File: config.mk
export PLATFORM = sky130hd
export DESIGN_NAME = pc_gen
export DESIGN_NICKNAME = d
export VERILOG_FILES = /design/src/rtl/pc_gen.sv
export SDC_FILE = /design/constraint.sdc
export NUM_CORES = 1
export LEC_CHECK = 0
export ABC_AREA = 1
export CORE_ASPECT_RATIO = 1.25
export CORE_UTILIZATION = 35
export DETAILED_ROUTE_END_ITERATION = 8
export PLACE_DENSITY = 0.71
export SYNTH_ARGS = -nofsm -noshare
export SYNTH_HDL_FRONTEND = slang
export SYNTH_SLANG_ARGS = --single-unit
File: constraint.sdc
create_clock -name clk -period 1.8 [get_ports clk]
set_input_delay 0.27 -clock clk [delete_from_list [all_inputs] [get_ports clk]]
set_output_delay 0.27 -clock clk [all_outputs]
set_load 0.05 [all_outputs]
File: src/rtl/pc_gen.sv
// pc_gen -- fetch-stage program-counter unit.
//
// Holds the architectural fetch PC and picks the next PC from six sources
// with a fixed priority: exception entry, exception return, jump-register,
// jump, taken branch, and sequential. A decode redirect that arrives while
// fetch is stalled is kept in a one-entry pending register. It is applied on
// the first unstalled cycle unless a newer redirect replaces it.
//
// Parameters
//   AW        address width in bits (32 or less)
//   RESET_PC  PC loaded during reset (truncated to AW)
//   EXC_VEC   exception entry address
//   PC_STEP   sequential increment in bytes
//
// Ports
//   clk, rst_n                  clock, asynchronous active-low reset
//   stall_f                     fetch stall (exc/eret still act while high)
//   br_taken_d, br_target_d     taken branch and its target
//   jump_d, jump_target_d       J/JAL and its target
//   jr_d, jr_target_d           JR/JALR and its register target
//   exc_req, eret_req, epc      exception entry / return and return address
//   pc_f, pc_plus4_f            registered fetch PC and PC + PC_STEP
//   npc                         combinational value of pc_f after the next edge
//   fetch_valid                 0 in reset, 1 from the first edge onward
//   pend_valid                  a buffered redirect is waiting
//   adel_f                      fetch PC is not word aligned
module pc_gen #(
  parameter int          AW       = 32,
  parameter logic [31:0] RESET_PC = 32'h0000_3000,
  parameter logic [31:0] EXC_VEC  = 32'h0000_4180,
  parameter int          PC_STEP  = 4
) (
  input  logic          clk,
  input  logic          rst_n,
  input  logic          stall_f,
  input  logic          br_taken_d,
  input  logic [AW-1:0] br_target_d,
  input  logic          jump_d,
  input  logic [AW-1:0] jump_target_d,
  input  logic          jr_d,
  input  logic [AW-1:0] jr_target_d,
  input  logic          exc_req,
  input  logic          eret_req,
  input  logic [AW-1:0] epc,
  output logic [AW-1:0] pc_f,
  output logic [AW-1:0] pc_plus4_f,
  output logic [AW-1:0] npc,
  output logic          fetch_valid,
  output logic          pend_valid,
  output logic          adel_f
);

  localparam logic [AW-1:0] RESET_PC_AW = AW'(RESET_PC);
  localparam logic [AW-1:0] EXC_VEC_AW  = AW'(EXC_VEC);
  localparam logic [AW-1:0] STEP_AW     = AW'(PC_STEP);

  typedef enum logic {RUN, PEND} state_t;

  state_t        state;
  logic [AW-1:0] pend_target;
  logic          dec_redirect;
  logic [AW-1:0] dec_target;

  assign pc_plus4_f = pc_f + STEP_AW;
  assign adel_f     = pc_f[1:0] != 2'b00;
  assign pend_valid = state == PEND;

  // Highest-priority decode redirect and its target (jr > jump > branch).
  always_comb begin
    dec_redirect = jr_d | jump_d | br_taken_d;
    dec_target   = br_target_d;
    if (jr_d)
      dec_target = jr_target_d;
    else if (jump_d)
      dec_target = jump_target_d;
  end

  // Next-PC selection. The first edge after reset only raises fetch_valid,
  // so pc_f keeps RESET_PC for one full cycle. A stall holds the PC against
  // decode redirects but not against exception entry or return.
  always_comb begin
    npc = pc_f;
    if (!fetch_valid)
      npc = pc_f;
    else if (exc_req)
      npc = EXC_VEC_AW;
    else if (eret_req)
      npc = epc;
    else if (stall_f)
      npc = pc_f;
    else if (dec_redirect)
      npc = dec_target;
    else if (state == PEND)
      npc = pend_target;
    else
      npc = pc_plus4_f;
  end

  // PC register and the RUN/PEND machine that owns the pending target.
  // Any unstalled cycle consumes or discards the pending entry. This covers
  // both using it and losing it to a live redirect.
  always_ff @(posedge clk or negedge rst_n) begin
    if (!rst_n) begin
      pc_f        <= RESET_PC_AW;
      fetch_valid <= 1'b0;
      state       <= RUN;
      pend_target <= RESET_PC_AW;
    end else begin
      pc_f        <= npc;
      fetch_valid <= 1'b1;
      if (fetch_valid) begin
        if (exc_req || eret_req) begin
          state <= RUN;
        end else if (stall_f && dec_redirect) begin
          state       <= PEND;
          pend_target <= dec_target;
        end else if (!stall_f) begin
          state <= RUN;
        end
      end
    end
  end

endmodule
Yosys cells after proc, flatten, opt, wreduce, memory -nomap -nowiden
Index checks and enable logic that the tools add are counted.

Reduce and logical (&&, ||, !) cells: 5. Muxes and demuxes: 11. Bitwise logic cells: 3. Add/subtract/negate cells: 1. Equality and inequality tests: 1.

Operators with widths (count): $mux 32 (8); $add 32x3->32 const B (1); $mux 1 (3); $ne 3x1->1 const B (1); $reduce_and 3->1 (1); $or 1x1->1 (2); $reduce_and 2->1 (1); $reduce_bool 2->1 (1); $logic_and 1x1->1 (1); $logic_or 1x1->1 (1); $not 1->1 (1).

Register bits after elaboration: 66. Word-level logic and storage cells: 25. Output and inout bits: 99. Bits of input ports: 136.

Logic depth before layout (Yosys ltp)
Gate-level depths: netlist (run 1).

Depth after elaboration: 7. Mapped depth: 13. Mapped depth without buffers: 13.

Worst setup path after synthesis (run 1)
Ideal clock, no wire load.

Path type: register -> output. From: reg pc_f[3]. To: out npc[8]. Slack: -1578 ps. Stages on the path, launching flop included: 10. Path buffers: 0. Data arrival time: 3108 ps. Required time: 1530 ps. Cells stage by stage: dfrtp_1 > ha_1 > nand2_1 > inv_1 > nand3_1 > xor2_1 > nor2_1 > o21bai_1 > nand2_1 > a21oi_1.

Cells in the longest elaborated chain, start to end: 7.

Ends and longest elaborated chain: from (decl) (line 45) `output logic [AW-1:0] pc_f,`; from (signal assigned) (line 109) `pc_f <= npc;`; $add 32x3->32 (line 64) `assign pc_plus4_f = pc_f + STEP_AW;`; named net pc_plus4_f[8] (line 46) `output logic [AW-1:0] pc_plus4_f,`; $mux 32 (line 93) `else if (state == PEND)`; $mux 32 (line 91) `else if (dec_redirect)`; $mux 32 (line 89) `else if (stall_f)`; $mux 32 (line 87) `else if (eret_req)`; $mux 32 (line 85) `else if (exc_req)`; $mux 32 (line 83) `if (!fetch_valid)`; to (decl) (line 47) `output logic [AW-1:0] npc,`.

The timed path passes the listed nets, and every way through them passes these cells.

Final worst setup path (run 1)
From: reg pc_f[23]. To: out npc[31].

Cells in the longest elaborated chain, start to end: 7.

Ends and longest elaborated chain (line): $add 32x3->32 (64); $mux 32 (93); $mux 32 (91); $mux 32 (89); $mux 32 (87); $mux 32 (85); $mux 32 (83).

Every way passes these cells.

==> summary.md, run 1 <==
| Metric | Value |
|---|---|
| Max Fanout on Critical Path | 3 |
| Fin. Hold Viols | 0 |
| Port bufs | 234 |
| M2 GR Usage | 55.1% |
| GR Overflow Total | 0 |
| Nets | 1470 |
| Clock transition at path regs | approximately 0.060 ns |
| Die Wd | 114 µm |
| Critical Path AT | 2.78 ns |
| Status | finished with violations |
| CP cell instances | nand2_1, nor2_1, nand2_1, nor2_1, nand2_2, nand2_2, nand3_2, nand2_1, nand2_1, nand2_1, nand2_2, nand2_4, buf_12 |
| GPL Wtd Cong | 0.918 |
| Met3 GRT Util | between 5 and 6% |
| Cell mode on critical path | nand2_1 |
| I/O Pins | between 200 and 250 |
| Antenna violations before repair | 1 |
| Global routing usage on met1 | 39.5% |
| Largest net degree at the start of global routing | 54 |
| Max Cap Viol | 0 |
| Die Span Y | 141 µm |
| Distinct cells, synth | 39 |
| Max-slew violation count | 0 |
| Cell Area, Synth | 5440 µm² |
| GRT busiest layer | met2 |
| Seq cells post-synth | 66 |
| Placed cell areas | 10300 µm² |
| Period utilization | 170% |
| Final setup violation count | 89 |
| Total Die Area | 16100 µm² |
| Slowest CP cell | nor2_1 |
| Fmax | between 300 and 400 MHz |
| Critical Path RT | between 1.5 and 2 ns |
| Share of cells above drive strength 1 | 47.2% |
| Final core occ | between 80% and 90% |
| Drt total wl | 31.5 mm |
| Final WS setup | -1.25 ns |
| Post-layout minimum cycle time | between 3 and 4 ns |
| Final Cell Area | 12100 µm² |
| Top_reg_cell synth | dfrtp_1 |
| Vias in the first global route | 7911 |
| # H-tree levels | 3 |
| Synth Warn # | 0 |
| Worst-skew pair later-pin latency | 0.35 ns |
| Row cnt | 50 |
| Syn Inst Count | about 920 |
| Flip-flop and latch area | 1700 µm² |
| Initial DRC count | 938 |
| CTS Buf Count | 9 |
| CTS Buffer Depth | 2 |
| Crit Path Category | reg2out |
| Synthesized area per cell | 5.90 µm² |
| Vias per cell | between 5 and 6 |
| Total power | 7.99 mW |
| Pre-antenna DRT Iters | 6 |
| Footprint of the multi-input gates | 4610 µm² |
| Root Buffer | clkbuf_16 |
| Setup repair after global routing missed its margin | yes |
| Worst hold path type | in2async |
| Clock sink count | 66 |
| WHS | a little under 0.4 ns |
| CTS tree | built |
| Fillers | 874 |
| Slowest stage delay, CP | 0.54 ns |
| EDFF count, synth | 0 |
| DRT antenna net count | 0 |
| Worst setup EP type | output port |
| WL/cell | 20.4 µm |
| Initial core utilization | 36.1% |
| Synthesis-to-layout area growth | 122% |
| Post-Syn Nets | 1060 |
| VDD IR max | 382 µV |
| First-pass GRT wire length | 40.8 mm |
| Core area | 15100 µm² |
| Critical path startpoint category | register |
| Ys async rst share | 100% |
| Fin Clk Skew | 0.00876 ns |
| DR vias | 8632 |
| Global-route usage over all layers | about a third |
| Pleak | 5.43 nW |
| Detailed Place HPWL | approximately 19 mm |
| Sequential-to-total area share from yosys stat | between 30% and 40% |
| Power Density | 660 nW/µm² |
| Residual DRC count | 0 |
| Slew margin rel. | 61.6% |
| Worst-Margin Slew | 0.575 ns |
| Failing checks | setup timing |
## critical path, delay by kind of cell, from the launching register on
kind	cells	cell delay, ns
buffers and inverters	1	0.14
flip-flops	1	0.41
AND/OR/NAND/NOR	12	1.88
## worst paths after layout
path                                                  start                     endpoint  slack [ns]  cells past startpoint
worst max register to register           pc_f[23]$_DFF_PN0_           pc_f[31]$_DFF_PN0_       -0.64                     13
worst min register to register  pend_target[27]$_DFFE_PN0P_  pend_target[27]$_DFFE_PN0P_        0.50                      2
worst max-delay path                     pc_f[23]$_DFF_PN0_                      npc[31]       -1.25                     13
max in group asynchronous                             rst_n  pend_target[13]$_DFFE_PN1P_        0.70                      3
worst min-delay path                                  rst_n            pc_f[0]$_DFF_PN0_        0.39                      2
min in group clk                             br_target_d[1]   pend_target[1]$_DFFE_PN0P_        0.47                      5
## timing repair
item | in CTS | in global routing
cloned | 1 | 0
pin swaps | 81 | 93
endpoints found under the hold margin | 12 | 0
setup buffers | 69 | 40
endpoints found under the setup margin | 81 | 89
resized for setup | 169 | 141
hold buffers | 1 | 0
## placed cells by master (no fill, tap or decap), drive strengths merged, types with 2 or more instances in the layout
master,instances
and2,14
inv,65
nor2,147
a31o,2
dlygate4sd2,4
nand4,2
a21oi,95
or2,2
a21o,2
clkbuf,12
clkinvlp,10
o211ai,3
o21bai,8
o31ai,17
buf,320
o21ai,63
nand2,318
xor2,5
nor3,3
clkdlybuf4s50,125
dfrtp,62
nand3,43
dfstp,4
## power by group
group,switching [mW],internal [mW]
clock network,0.783,1.12
registers,0.216,1.74
logic,2.27,1.85
total,3.27,4.72
## cell usage after synthesis, types with 4 or more instances
master    instances  area [µm²]
a21oi_1          95         475
and2_1           14        87.6
buf_1             4        15.0
buf_2             8        40.0
buf_6             4        45.0
clkbuf_1         35         131
dfrtp_1          62        1550
dfstp_2           4         105
inv_1            65         244
inv_2             5        18.8
nand2_1         318        1190
nand3_1          43         215
nor2_1          145         544
o21ai_0          36         180
o21ai_1          25         125
o21bai_1          8        60.1
o31ai_1          17         128
xor2_1            5        43.8
## state kept, by name (all words and copies together) (netlist names)
| name | flops |
|---|---|
| pc_f | 32 |
| fetch_valid | 1 |
| pend_target | 32 |
| pend_valid | 1 |
## kinds of logic after synthesis
group                    synth area share (%)
AND/OR/NAND/NOR                          39.1
AO/OA/AOI/OAI                            19.6
buffers and inverters                    9.61
flip-flops                               30.4
XOR/XNOR                                0.966
adder cells (fa/ha/maj)                 0.230
other                                  0.0689
## routing by layer
layer,part of all wire [%],vias up
met5,0,-
met4,7.1,0
met3,10,199
met2,46,660
met1,36,4009
li1,-,3764
## through the flow
step | std cells | setup slack (ns) | TNS, ns
after floorplan | 923 | -0.492 | -14.37
after global placement | 1472 | -0.587 | -29.56
after detailed placement | 1472 | -0.608 | -33.86
after CTS | 1527 | -0.691 | -31.46
after global routing | 1547 | -1.37 | -52.24
final | 1547 | -1.25 | -48.39
## layout make-up
| cell class | count | area share (%) |
|---|---|---|
| Antenna cell | 1 | 0.0207 |
| Sequential cell | 66 | 14.0 |
| Clock buffer | 11 | 2.01 |
| Clock inverter | 5 | 0.517 |
| Timing Repair inverter | 1 | 0.0620 |
| Multi-Input combinational cell | 732 | 38.1 |
| Inverter | 71 | 2.60 |
| Tap cell | 208 | 2.15 |
| Timing Repair Buffer | 452 | 40.5 |
(Power assumes the default switching activity.)
==> inputs of run 2 (changes only) <==
==> constraint.sdc (replaced) <==
create_clock -name clk -period 1.8 [get_ports clk]
set_input_delay 0.27 -clock clk [delete_from_list [all_inputs] [get_ports clk]]
set_output_delay 0.27 -clock clk [all_outputs]
set_load 0.1 [all_outputs]
==> run 2 against run 1 <==
  * The flow still finishes with violations (setup timing)
  * Global-route usage grew 1.7 points
  * Hold slack gained 0.10 ns
  * Core utilization grew 5.6 points
  * Design area grew 7.0%
  * Highest routed layer unchanged
==> summary.md, run 2 (same netlist as run 1, synthesis figures left out) <==
| Metric | Value |
|---|---|
| Status | finished with violations |
| Failing checks | setup timing |
| Max-slew violation count | 0 (unchanged) |
| Largest regs | pc_f (32), pend_target (32) |
| Port bufs | 234 (unchanged) |
| GPL Wtd Cong | 0.972 (+6.0%) |
| I/O Pins | 235 (unchanged) |
| Global routing usage on met1 | 43.1% (+3.6 points) |
| CTS Buffer Depth | 2 (unchanged) |
| Met3 GRT Util | 5.60% (+0.13 points) |
| Pleak | 5.74 nW (+5.7%) |
| CP delay by family, top | simple AND/OR/NAND/NOR gates |
| Clock transition at path regs | 0.06 ns (about the same) |
| Critical path startpoint category | register |
| DRT antenna net count | 0 (unchanged) |
| Row cnt | 50 (unchanged) |
| Worst-Margin Slew | 0.660 ns (+0.0853 ns) |
| Drt total wl | 35.9 mm (+14%) |
| Critical Path RT | 1.53 ns (about the same) |
| # H-tree levels | 3 (unchanged) |
| Residual DRC count | 0 (unchanged) |
| Worst-skew pair later-pin latency | 0.35 ns (about the same) |
| DR vias | 9212 (+6.7%) |
| Vias in the first global route | 7945 (+0.43%) |
| Root Buffer | clkbuf_16 |
| Power Density | 711 nW/µm² (+7.7%) |
| Initial DRC count | 1366 (+46%) |
| Critical Path AT | 2.63 ns (-0.15 ns) |
| Largest net degree at the start of global routing | 67 (+24%) |
| CP cell instances | ha_4, nand2_4, nor2_4, buf_6, nand3_4, xnor2_4, nand2_1, nand2_1, nand2_2, nand2_2, nand2_4, nand2_8, buf_12 |
| M2 GR Usage | 57.0% (+1.9 points) |
| Slowest stage delay, CP | 0.46 ns (-0.08 ns) |
| Final setup violation count | 89 (unchanged) |
| Post-layout minimum cycle time | 2.90 ns (-0.148 ns) |
| Slowest CP cell | dfrtp_4 |
| Antenna violations before repair | 0 (-1) |
| Fin Clk Skew | 0.0133 ns (+0.00450 ns) |
| WHS | 0.497 ns (+0.103 ns) |
| Setup repair after global routing missed its margin | yes |
| Total Die Area | 16100 µm² (unchanged) |
| Die Span Y | 141 µm (unchanged) |
| Crit Path Category | reg2out |
| Commonest non-fill, non-tap cells in the layout | 180 x nand2_1, 149 x buf_4, 130 x clkdlybuf4s50_1 |
| VDD IR max | 483 µV (+27%) |
| First-pass GRT wire length | 42.8 mm (+5.0%) |
| Fillers | 692 (-21%) |
| Commonest non-fill, non-tap cell in the layout | nand2_1 |
| Global-route usage over all layers | 34.4% (+1.7 points) |
| Worst setup EP type | output port |
| GRT busiest layer | met2 |
| CTS Buf Count | 9 (unchanged) |
| Final Cell Area | 12900 µm² (+7.0%) |
| Placed cell areas | 11000 µm² (+6.4%) |
| Pre-antenna DRT Iters | 6 (unchanged) |
| Core area | 15100 µm² (unchanged) |
| WL/cell | 23.1 µm (+14%) |
| Period utilization | 161% (-8.2 points) |
| FF-to-FF setup slack | -0.47 ns (+0.17 ns) |
| Nets | 1473 (+0.20%) |
| Total power | 9.20 mW (+15%) |
| Setup TNS | -51.99 ns (-3.60 ns) |
| Max Fanout on Critical Path | 4 (+1) |
| Share of cells above drive strength 1 | 48.5% (+1.3 points) |
| Synthesis-to-layout area growth | 138% |
| Final WS setup | -1.10 ns (+0.148 ns) |
| Slew margin rel. | 55.5% (-6.0 points) |
| Vias per cell | 5.95 (+6.6%) |
| Worst hold path type | reg2reg |
| Clock sink count | 66 (unchanged) |
| Worst path buffer plus inverter count | 2 (+1) |
| Initial core utilization | 36.1% (unchanged) |
| GR Overflow Total | 0 (unchanged) |
| Fmax | 344 MHz (+5.1%) |
| Fin. Hold Viols | 0 (unchanged) |
| CTS tree | built |
| Die Wd | 114 µm (unchanged) |
| Antenna cells | 0 (-1) |
| Max Cap Viol | 0 (unchanged) |
| Detailed Place HPWL | 18.7 mm (+0.88%) |
-- run 2: metal layers --
layer	wire length (µm)	vias up
li1	-	3759
met1	12200	4245
met2	16200	912
met3	4490	296
met4	2970	0
met5	0	-
-- run 2: cell type report --
class / instances / area, µm² / share of cell area (%)
inverters: 71 / 328 / 2.53
multi-input cells: 732 / 4960 / 38.3
well taps: 208 / 260 / 2.01
clock buffers: 14 / 254 / 1.96
flip-flops and latches: 66 / 1730 / 13.4
repair buffers: 456 / 5400 / 41.7
clock inverters: 2 / 12.5 / 0.0966
-- run 2: worst min-delay path: cells and delay by family (launching register included) --
kind             cells  cell delay (ns)
AND/OR/NAND/NOR      2             0.11
flip-flops           1             0.36
-- run 2: final timing paths --
| kind | endpoint | start | cells after the start |
|---|---|---|---|
| max | npc[12] | pc_f[3]$_DFF_PN0_ | 13 |
| min | pend_target[8]$_DFFE_PN0P_ | pend_target[8]$_DFFE_PN0P_ | 2 |
| max reg2reg | pc_f[18]$_DFF_PN0_ | pc_f[12]$_DFF_PN1_ | 14 |
| min reg2reg | pend_target[8]$_DFFE_PN0P_ | pend_target[8]$_DFFE_PN0P_ | 2 |
| max in group asynchronous | pend_target[12]$_DFFE_PN1P_ | rst_n | 3 |
| min in group asynchronous | pend_target[2]$_DFFE_PN0P_ | rst_n | 3 |
-- run 2: power breakdown --
group | switching, mW | internal [mW] | total, mW
sequential | 0.222 | 1.75 | 1.98
clock | 0.754 | 0.973 | 1.73
combinational | 3.39 | 2.11 | 5.50
-- run 2: repair_timing --
| item | 4_1_cts | 5_1_grt |
|---|---|---|
| endpoints found under the setup margin | 96 | 88 |
| hold buffers | 1 | 0 |
| gates cloned | 2 | 0 |
| pin swaps | 72 | 86 |
| gates resized for setup | 142 | 179 |
| setup buffers | 27 | 38 |
| hold endpoints to repair | 62 | 0 |
-- run 2: stage by stage --
| stage | worst slack (ns) | util, % | std cells |
|---|---|---|---|
| global placement | -0.665 | 72.8 | 1473 |
| global route | -1.11 | 85.9 | 1549 |
| floorplan | -1.07 | - | 923 |
| finish | -1.10 | 85.9 | 1549 |
| CTS | -0.779 | 79.7 | 1519 |
| detailed placement | -0.678 | 72.8 | 1473 |
==> inputs of run 3 (changes only) <==
- CORE_UTILIZATION: 35 -> 30
- PLACE_DENSITY: 0.71 -> default
==> run 3 against run 2 <==
  * The flow still finishes with violations (setup timing)
  * Global-route usage down 6.9 points
  * Largest cell class unchanged
  * Critical endpoint is now npc[14]
  * Highest routed layer unchanged
  * Final cell count grew 0.97%
  * Design area shrank 2.1%
  * Largest power group unchanged
==> summary.md, run 3 (same netlist as run 1, synthesis figures left out) <==
| Metric | Value |
|---|---|
| Vias in the first global route | 7334 (-7.7%) |
| Reg-to-Reg End | pc_f[17]$_DFF_PN0_ |
| Share of power burned in registers | 21.5% (about the same) |
| FF-to-FF setup slack | -0.28 ns (+0.19 ns) |
| Antenna violations before repair | 0 (unchanged) |
| Detailed Place HPWL | 19.0 mm (+1.6%) |
| Commonest non-fill, non-tap cell in the layout | nand2_1 |
| Critical path startpoint category | register |
| Max Cap Viol | 0 (unchanged) |
| Net Sw Frac | 44.8% (-2.7 points) |
| WL/cell | 16.8 µm (-27%) |
| Global-route usage over all layers | 27.5% (-6.9 points) |
| Crit Path Category | reg2out |
| Clock transition at path regs | 0.06 ns (about the same) |
| GR Overflow Total | 0 (unchanged) |
| DRT antenna net count | 0 (unchanged) |
| Failing checks | setup timing |
| Status | finished with violations |
| CTS tree | built |
| NetSw | 4.04 mW (-7.4%) |
| DR vias | 7763 (-16%) |
| Total power | 9.03 mW (-1.9%) |
| Max Fanout on Critical Path | 4 (unchanged) |
| Commonest non-fill, non-tap cells in the layout | 205 x nand2_1, 155 x buf_4, 129 x clkdlybuf4s50_1 |
| Die Wd | 122 µm (+7.9%) |
| Antenna cells | 0 (unchanged) |
| Worst setup path startpoint | pc_f[13]$_DFF_PN1_ |
| Synthesis-to-layout area growth | 133% |
| Vias per cell | 4.96 (-17%) |
| I/O Pins | 235 (unchanged) |
| P_int | 4.99 mW (+3.1%) |
| Initial core utilization | 30.9% (-5.2 points) |
| Final WS setup | -0.851 ns (+0.253 ns) |
| Root Buffer | clkbuf_16 |
| Worst hold path type | in2reg |
| GPL Wtd Cong | 0.920 (-5.3%) |
| Power Density | 713 nW/µm² (+0.28%) |
| Setup TNS | -41.14 ns (+10.85 ns) |
| Largest net degree at the start of global routing | 67 (unchanged) |
| Largest regs | pc_f (32), pend_target (32) |
| Die Span Y | 153 µm (+7.9%) |
| # H-tree levels | 3 (unchanged) |
| Max-slew violation count | 0 (unchanged) |
| Initial DRC count | 486 (-64%) |
| Post-layout minimum cycle time | 2.65 ns (-0.253 ns) |
| Period utilization | 147% (-14 points) |
| Worst r2r src | pc_f[13]$_DFF_PN1_ |
| Port bufs | 234 (unchanged) |
| Fmax | 377 MHz (+9.5%) |
| Nets | 1472 (-0.068%) |
| Fin Clk Skew | 0.00927 ns (-0.00399 ns) |
| Pleak | 5.66 nW (-1.5%) |
| Comb power frac | 58.0% (-1.8 points) |
| Critical Path RT | 1.53 ns (about the same) |
| Clk pwr share | 20.5% (+1.7 points) |
| Crit path to | npc[14] |
| Clock sink count | 66 (unchanged) |
| Row cnt | 54 (+8.0%) |
| Share of cells above drive strength 1 | 45.8% (-2.7 points) |
| VDD IR max | 579 µV (+20%) |
| Critical Path AT | 2.38 ns (-0.25 ns) |
| Worst-skew pair later-pin latency | 0.36 ns (about the same) |
| Total Die Area | 18700 µm² (+16%) |
| Pre-antenna DRT Iters | 5 (-1) |
| CTS Buf Count | 9 (unchanged) |
| Drt total wl | 26.3 mm (-27%) |
| First-pass GRT wire length | 39.4 mm (-8.0%) |
| Fin. Hold Viols | 0 (unchanged) |
| Final setup violation count | 85 (-4.5%) |
| CTS Buffer Depth | 2 (unchanged) |
| FF-to-FF path depth | 13 (-1) |
| Worst setup EP type | output port |
| Setup repair after global routing missed its margin | yes |
| Core area | 17600 µm² (+17%) |
| Residual DRC count | 0 (unchanged) |
-- run 3: cell types whose count changed in the layout (fill, tap and decap cells not counted), moves of 4 or more --
cell	change
buf_4	+6
nand2_2	-21
nand3_1	+10
o21ai_2	+4
nor2_4	-11
buf_6	-10
nand3_4	-8
nor2_2	+5
nand2_4	-4
nor2_1	+6
nand2_1	+25
-- run 3: layer usage --
layer	part of all wire (%)	global-route usage (%)
met4	3.1	11.7
met1	43	37.7
met3	5.6	3.07
met2	49	43.2
met5	0	0
-- run 3: area by class of cell --
class,count,area [µm²]
Fill cell,1330,4960
Multi-Input combinational cell,732,4650
Clock inverter,5,62.6
Inverter,71,325
Sequential cell,66,1730
Timing Repair Buffer,455,5380
Clock buffer,11,243
Tap cell,224,280
-- run 3: what timing repair did --
| item | in CTS | in global routing |
|---|---|---|
| pin swaps | 71 | 68 |
| setup buffers | 40 | 26 |
| hold endpoints to repair | 62 | 0 |
| resized for setup | 160 | 89 |
| cloned | 3 | 0 |
| setup endpoints to repair | 97 | 87 |
| hold buffers | 1 | 0 |
-- run 3: how the worst min path moves through the flow --
stage | start | end | cells past startpoint
3_5_place_dp | rst_n | pend_target[4]$_DFFE_PN0P_ | 2
2_1_floorplan | rst_n | pc_f[0]$_DFF_PN0_ | 0
5_1_grt | pend_target[13]$_DFFE_PN1P_ | pend_target[13]$_DFFE_PN1P_ | 2
4_1_cts | pend_target[12]$_DFFE_PN1P_ | pend_target[12]$_DFFE_PN1P_ | 2
6_report | jr_d | pend_target[1]$_DFFE_PN0P_ | 4
3_3_place_gp | rst_n | pend_target[0]$_DFFE_PN0P_ | 2
-- run 3: power groups by stage --
stage	registers (mW)	clock network, mW	logic (mW)
after floorplan	2.50	0	2.20
after global placement	1.94	0	4.84
after detailed placement	1.95	0	4.87
after CTS	1.93	1.88	5.10
after global routing	1.97	1.94	5.46
final	1.94	1.85	5.24
-- run 3: through the flow --
stage          hold slack, ns  area (µm²)  instances  utilization, %  worst slack (ns)
2_1_floorplan         -0.0256        6340        923               -             -1.07
3_3_place_gp            0.324       11100       1501            63.1            -0.714
3_5_place_dp            0.327       11100       1501            63.1            -0.746
4_1_cts                 0.470       12300       1549            69.5            -0.844
5_1_grt                 0.494       12700       1564            71.9            -0.989
6_report                0.457       12700       1564            71.9            -0.851
-- run 3: worst max-delay path, stage by stage (launching register included) --
cell,delay (ns)
dfstp_4,0.66
buf_6,0.12
nand2_4,0.06
nor2_4,0.21
buf_6,0.14
inv_2,0.03
o21ai_2,0.16
nand2_4,0.08
o21ai_2,0.14
nand2_2,0.09
nand2_4,0.08
a21oi_4,0.07
buf_12,0.18
